<file path="src/rtl/lif_neuron.sv">
// Leaky integrate-and-fire neuron: leaky membrane integration, threshold spike,
// refractory hold-off and a saturating spike counter. All outputs are registered.
module lif_neuron #(
    parameter int WIDTH         = 8,
    parameter int LEAK_SHIFT    = 3,
    parameter int REFRAC_CYCLES = 4,
    parameter int RESET_POT     = 0
) (
    input  logic             clk,
    input  logic             rst_n,
    input  logic             ena,
    input  logic             syn_valid,
    input  logic [WIDTH-1:0] exc_in,
    input  logic [WIDTH-1:0] inh_in,
    input  logic [WIDTH-1:0] threshold,
    output logic             spike,
    output logic             refractory,
    output logic [WIDTH-1:0] membrane,
    output logic [7:0]       spike_count
);

    // state         | meaning
    // ST_INTEGRATE  | membrane leaks and integrates synaptic current, may fire
    // ST_REFRACTORY | membrane pinned at RESET_POT, inputs ignored, counting down
    typedef enum logic {
        ST_INTEGRATE  = 1'b0,
        ST_REFRACTORY = 1'b1
    } state_t;

    localparam int               VW          = WIDTH + 2;
    localparam logic [WIDTH-1:0] RST_POT     = WIDTH'(RESET_POT);
    localparam logic [7:0]       REFRAC_INIT = 8'(REFRAC_CYCLES);

    state_t           state_q, state_d;
    logic [WIDTH-1:0] mem_q, mem_d;
    logic             spike_q, spike_d;
    logic             refr_q, refr_d;
    logic [7:0]       rcnt_q, rcnt_d;
    logic [7:0]       scnt_q, scnt_d;

    logic signed [VW-1:0] v_cur, v_leak, v_exc, v_inh, v_sum;
    logic [WIDTH-1:0]     v_sat;
    logic                 fire;

    // Two guard bits make the sum exact: range is [-(2^W-1), 2^(W+1)-2].
    always_comb begin
        v_cur  = signed'({2'b00, mem_q});
        v_leak = signed'({2'b00, (mem_q >> LEAK_SHIFT)});
        v_exc  = syn_valid ? signed'({2'b00, exc_in}) : '0;
        v_inh  = syn_valid ? signed'({2'b00, inh_in}) : '0;
        v_sum  = v_cur - v_leak + v_exc - v_inh;
        if (v_sum < 0) begin
            v_sat = '0;
        end else if (v_sum > signed'({2'b00, {WIDTH{1'b1}}})) begin
            v_sat = '1;
        end else begin
            v_sat = v_sum[WIDTH-1:0];
        end
        fire = (threshold != '0) && (v_sat >= threshold);
    end

    always_comb begin
        state_d = state_q;
        mem_d   = mem_q;
        spike_d = 1'b0;
        refr_d  = refr_q;
        rcnt_d  = rcnt_q;
        scnt_d  = scnt_q;
        if (ena) begin
            case (state_q)
                ST_INTEGRATE: begin
                    if (fire) begin
                        spike_d = 1'b1;
                        mem_d   = RST_POT;
                        scnt_d  = (scnt_q == 8'hFF) ? 8'hFF : scnt_q + 8'd1;
                        if (REFRAC_CYCLES > 0) begin
                            state_d = ST_REFRACTORY;
                            rcnt_d  = REFRAC_INIT;
                            refr_d  = 1'b1;
                        end
                    end else begin
                        mem_d = v_sat;
                    end
                end
                ST_REFRACTORY: begin
                    mem_d = RST_POT;
                    if (rcnt_q <= 8'd1) begin
                        state_d = ST_INTEGRATE;
                        refr_d  = 1'b0;
                        rcnt_d  = 8'd0;
                    end else begin
                        rcnt_d = rcnt_q - 8'd1;
                    end
                end
                default: begin
                    state_d = ST_INTEGRATE;
                    refr_d  = 1'b0;
                    rcnt_d  = 8'd0;
                end
            endcase
        end
    end

    always_ff @(posedge clk or negedge rst_n) begin
        if (!rst_n) begin
            state_q <= ST_INTEGRATE;
            mem_q   <= '0;
            spike_q <= 1'b0;
            refr_q  <= 1'b0;
            rcnt_q  <= 8'd0;
            scnt_q  <= 8'd0;
        end else begin
            state_q <= state_d;
            mem_q   <= mem_d;
            spike_q <= spike_d;
            refr_q  <= refr_d;
            rcnt_q  <= rcnt_d;
            scnt_q  <= scnt_d;
        end
    end

    assign spike       = spike_q;
    assign refractory  = refr_q;
    assign membrane    = mem_q;
    assign spike_count = scnt_q;

endmodule
</file>
<file path="config.mk">
export PLATFORM = sky130hd
export DESIGN_NAME = lif_neuron
export DESIGN_NICKNAME = d
export VERILOG_FILES = /design/src/rtl/lif_neuron.sv
export SDC_FILE = /design/constraint.sdc
export NUM_CORES = 1
export LEC_CHECK = 0
export ABC_AREA = 0
export BUFFER_PORTS_ARGS = -buffer_cell sky130_fd_sc_hd__buf_2
export CORE_MARGIN = 3
export CORE_UTILIZATION = 56
export CTS_BUF_LIST = sky130_fd_sc_hd__clkbuf_4 sky130_fd_sc_hd__clkbuf_8 sky130_fd_sc_hd__clkbuf_16
export DETAILED_ROUTE_END_ITERATION = 12
export PLACE_DENSITY = 0.8
export SYNTH_ARGS = -nofsm -noshare
export SYNTH_HDL_FRONTEND = slang
export SYNTH_SLANG_ARGS = --single-unit
export TNS_END_PERCENT = 30
</file>
<file path="constraint.sdc">
create_clock -name clk -period 7.62 [get_ports clk]
set_input_delay 0.762 -clock clk [delete_from_list [all_inputs] [get_ports clk]]
set_output_delay 0.762 -clock clk [all_outputs]
set_load 0.01 [all_outputs]
</file>
# After elaboration in Yosys (flattened, before gate mapping)

Cells that the tools add are included.

Flip-flop bits (word level): 27
Word-level logic and storage cells: 42

Bitwise operators: 1
Add/subtract/negate cells: 5
Order comparisons: 4
Equality and inequality tests: 3
Muxes and demuxes: 18
Reduce and logical (&&, ||, !) cells: 5

Operators by type and width:

| cell                                                 | number |
|---|---|
| two-way mux 8 bit                                    | 8 |
| one-hot mux 8 bit (2 select lines)                   | 2 |
| adder 9 x 9 -> 10 bit                                | 1 |
| > comparator 10 x 9 -> 1 bit (second input constant) | 1 |
| < comparator 10 x 1 -> 1 bit (second input constant) | 1 |
| subtractor 10 x 9 -> 10 bit                          | 1 |
| subtractor 8 x 5 -> 9 bit                            | 1 |
| adder 8 x 1 -> 8 bit (second input constant)         | 1 |
| == test 8 bit (second input constant)                | 1 |
| greater-or-equal comparator 8 bit                    | 1 |
| <= comparator 8 x 1 -> 1 bit (second input constant) | 1 |
| nonzero test 8 bit                                   | 1 |
| subtractor 8 x 1 -> 8 bit (second input constant)    | 1 |
| two-way mux 1 bit                                    | 6 |
| AND reduction 3 bit                                  | 2 |
| one-hot mux 1 bit (2 select lines)                   | 2 |
| != test 2 x 1 -> 1 bit (second input constant)       | 1 |
| != test 2 bit (second input constant)                | 1 |
| AND reduction 2 bit                                  | 1 |
| logical AND 1 bit                                    | 1 |
| NOT 1 bit                                            | 1 |

# Logic depth before layout (Yosys ltp)

Word-level depth: 11
Depth in mapped cells: 26
Gate-level depth less buffers: 25

# Least setup slack after synthesis

No wires, ideal clock.

Path type: register to register
From: register mem_q[4] (netlist: membrane[4])
To: register scnt_q[4] (netlist: spike_count[4])
Slack: 2.274 ns
Library setup time: 0.125 ns
Arrival time: 5.221 ns
Stages on the path, launching flop included: 26
Cells stage by stage: dfrtp_1 > inv_1 > ha_1 > nor2b_1 > o21ai_0 > a21boi_0 > o21ai_0 > nor2b_1 > xnor2_1 > fa_1 > inv_1 > ha_1 > and2_2 > nor3b_1 > mux2_2 > nand2_1 > nor2_1 > or2_2 > ha_1 > nand2b_1 > a2111oi_4 > nor4b_2 > o21ai_2 > inv_2 > nand2_1 > mux2_2

Cells in the longest elaborated chain, start to end: 9
Elaborated cells on any way between the ends: 10

RTL lines:

| what                                     | RTL line | RTL |
|---|---|---|
| start, declared                          | 35       | `logic [WIDTH-1:0] mem_q, mem_d;` |
| start signal, assigned                   | 114      | `mem_q <= mem_d;` |
| subtractor 8 x 5 -> 9 bit (*)            | 51       | `v_sum = v_cur - v_leak + v_exc - v_inh;` |
| adder 9 x 9 -> 10 bit (*)                | 51       |  |
| subtractor 10 x 9 -> 10 bit (*)          | 51       |  |
| > comparator 10 x 9 -> 1 bit             | 54       | `end else if (v_sum > signed'({2'b00, {WIDTH{1'b1}}})) begin` |
| two-way mux 8 bit                        | 54       |  |
| two-way mux 8 bit (*)                    | 52       | `if (v_sum < 0) begin` |
| greater-or-equal comparator 8 bit (*)    | 59       | `fire = (threshold != '0) && (v_sat >= threshold);` |
| logical AND 1 bit (*)                    | 59       |  |
| AND reduction 3 bit (no source line) (*) | -        |  |
| end signal, assigned                     | 118      | `scnt_q <= scnt_d;` |
| end, declared                            | 39       | `logic [7:0] scnt_q, scnt_d;` |

Every way passes the cells marked *; elsewhere a longest branch is shown, timed or not.
A chain may end at the register's enable or synchronous reset.

# Worst setup path after layout

Ends and elaborated chain as after synthesis.

==> key figures <==
Run status
  – Run status: completed

Global routing
  – Total track usage: 21.5%
  – Pin count of the biggest net entering global routing: 28
  – First-pass GRT wire length: 9320 microns
  – GR Overflow Total: 0
  – Initial antenna violation count: 0
  – Vias in the first global route: just over 2000

Critical path
  – Worst path max stage delay: approximately 490 ps
  – Setup crit end kind: register
  – Critical path type: reg -> reg
  – Worst EP arrival: 5990 ps
  – Crit-path max FO: 10
  – Most frequent CP cell: ha_1
  – Slowest-stage cell, CP: fa_1
  – Setup crit start kind: register
  – WP data required: 7790 ps

Placed design
  – DP Wirelength: 4260 microns
  – Placer congestion estimate: 0.860
  – PortBufs: 45

Drt
  – Vias/cell: 5.56
  – Vias: 2134
  – Wire length per cell: 13.6 microns
  – DRT Wirelength: 5240 microns
  – First-pass iteration count of the detailed router: 4
  – Antenna-violating nets left: 0
  – DR iter-0 viols: roughly 130
  – Drt drc: 0

Floorplan
  – Die height: 72.4 microns
  – Die footprint: about 5200 sq um
  – Std cell rows: 23
  – Die width: 72.4 microns
  – Top-Level Pins: 46
  – Starting density of the core: 60.0%
  – CORE AREA: 4120 sq um

Logic synthesis
  – Syn nets: 351
  – Post-synth EDFFs: 0
  – Syn Area/Cell: 8.58 sq um
  – Synth area leader: dfrtp_1
  – Synth Register Bits: 27
  – Ys async rst share: 100%
  – Top cells by area, synth: dfrtp_1 (27%), ha_1 (13%), fa_1 (7.3%), inv_1 (5.3%), nand2_1 (4.6%)
  – Synth Cell Area: 2470 sq um
  – Synth cell types: between 50 and 60
  – Cells after synthesis: ~290
  – Synth warn: 0
  – Seq/Total Area, Yosys: 27.3%
  – Top FF cell, synth: dfrtp_1
  – Post-synth top area share: 27.3%

Timing
  – Hold Fails Final Rpt: 0
  – RSZ-0062 raised after global routing: false
  – Slew Viols, Final: 0
  – Crit share post-route: 76.4%
  – Max_slew headroom: roughly 60%
  – Setup violators final: 0
  – Worst-Margin Slew: roughly 600 ps
  – Final worst path period need: just under 6000 ps
  – Maximum clock rate: ~170 MHz
  – Sum Neg Setup Slack: 0 ps
  – Clock Skew: 1.79 ps

Final layout
  – Commonest non-fill, non-tap cells in the layout: buf_2 (45), inv_1 (35), nand2_1 (30)
  – Commonest non-fill, non-tap cell in the layout: buf_2
  – Final net count: 398
  – Layout cell share with drive strength beyond 1: 18.3%
  – Antenna cells: 0
  – Area Overhead vs Synth: 13.1%

Clock network
  – Clk slew on worst S/H paths: 90 ps
  – CTS Hold Bufs: 0
  – PostCTS Resize Cnt: 0
  – CTS max path bufs: 2
  – CTS Sinks: 27
  – CTS Buf Count: 3
  – CTS H-Tree Depth: 1
  – TritonCTS clock tree: done
  – Clock Latency Late Sink: 270 ps
  – Postcts setup bufs: 0
  – Root Buffer: clkbuf_8

Flow run
  – Max-cap viol count: 0

Hold path
  – Min-Delay Path Class: in -> async
==> layout make-up <==
type	count	area, sq um
multi-input cells	222	1650
fillers	359	1320
flip-flops and latches	27	676
repair buffers	45	225
inverters	36	135
well taps	50	62.6
clock buffers	4	48.8
==> cells in the mapped netlist, types with 2 or more instances <==
master,count
inv_1,35
nand2_1,30
dfrtp_1,27
nor2_1,27
ha_1,26
o21ai_0,14
a21oi_1,12
and2_1,9
fa_1,9
nand3_1,9
xnor2_1,8
nor2b_1,6
nor3_1,6
xor2_1,5
a31oi_1,4
o22ai_1,4
a22o_1,3
and3_1,3
nand2b_1,3
nand4_1,3
a211oi_1,2
a21boi_0,2
a21o_1,2
a41oi_1,2
clkbuf_1,2
mux2_2,2
nand3b_1,2
nor3b_1,2
nor4_1,2
o21a_1,2
o2bb2ai_1,2
or3_1,2
==> state kept, by name (all words and copies together) (netlist names) <==
signal / count
membrane: 8
rcnt_q: 8
refractory: 1
spike: 1
spike_count: 8
state_q: 1
==> through the flow <==
stage                     cell area, sq um  hold slack (ps)  std cells  utilization [%]  setup slack (ps)
final                                 2800              485        384             67.9              1800
after global routing                  2800              513        384             67.9              1290
after CTS                             2800              505        384             67.9              1780
after detailed placement              2750              491        380             66.7              1820
after global placement                2750              501        380             66.7              2020
after floorplan                       2470              466        288                -              2270
==> final timing paths <==
kind                        startpoint              to  slack [ps]  depth (start not counted)
setup / recovery           membrane[4]  spike_count[4]        1800                         25
hold / removal                   rst_n       rcnt_q[5]         480                          1
setup reg to reg           membrane[4]  spike_count[4]        1800                         25
hold reg to reg             refractory      refractory         510                          2
max in group asynchronous        rst_n  spike_count[7]        6740                          1
min in group clk            refractory      refractory         510                          2
==> worst max-delay path, delay by kind of cell (launching register included) <==
kind,cells,cell delay (ps)
XOR/XNOR,1,90
AND/OR/NAND/NOR,10,1690
flip-flops,1,430
multiplexers,2,710
adder cells (fa/ha/maj),4,1350
buffers and inverters,3,270
AO/OA/AOI/OAI,5,1170
==> cell families (layout without fill, tap and decap cells) <==
group                    Yosys count  after routing  share of synthesized area (%)
AND/OR/NAND/NOR                  111            111                           22.5
AO/OA/AOI/OAI                     60             60                           17.8
buffers and inverters             39             85                           5.97
adder cells (fa/ha/maj)           35             35                           20.5
flip-flops                        27             27                           27.3
XOR/XNOR                          13             13                           4.61
multiplexers                       3              3                           1.32
==> per-layer routing <==
layer	share of wire, %	global-route usage [%]	vias up
met5	0	0	-
met4	0.23	1.84	0
met3	4.9	3.05	3
met2	44	33.4	51
met1	51	33.3	994
li1	-	-	1086
Power is not shown: default switching activity piles up to over one toggle a cycle in this logic, so the estimate is an artifact.
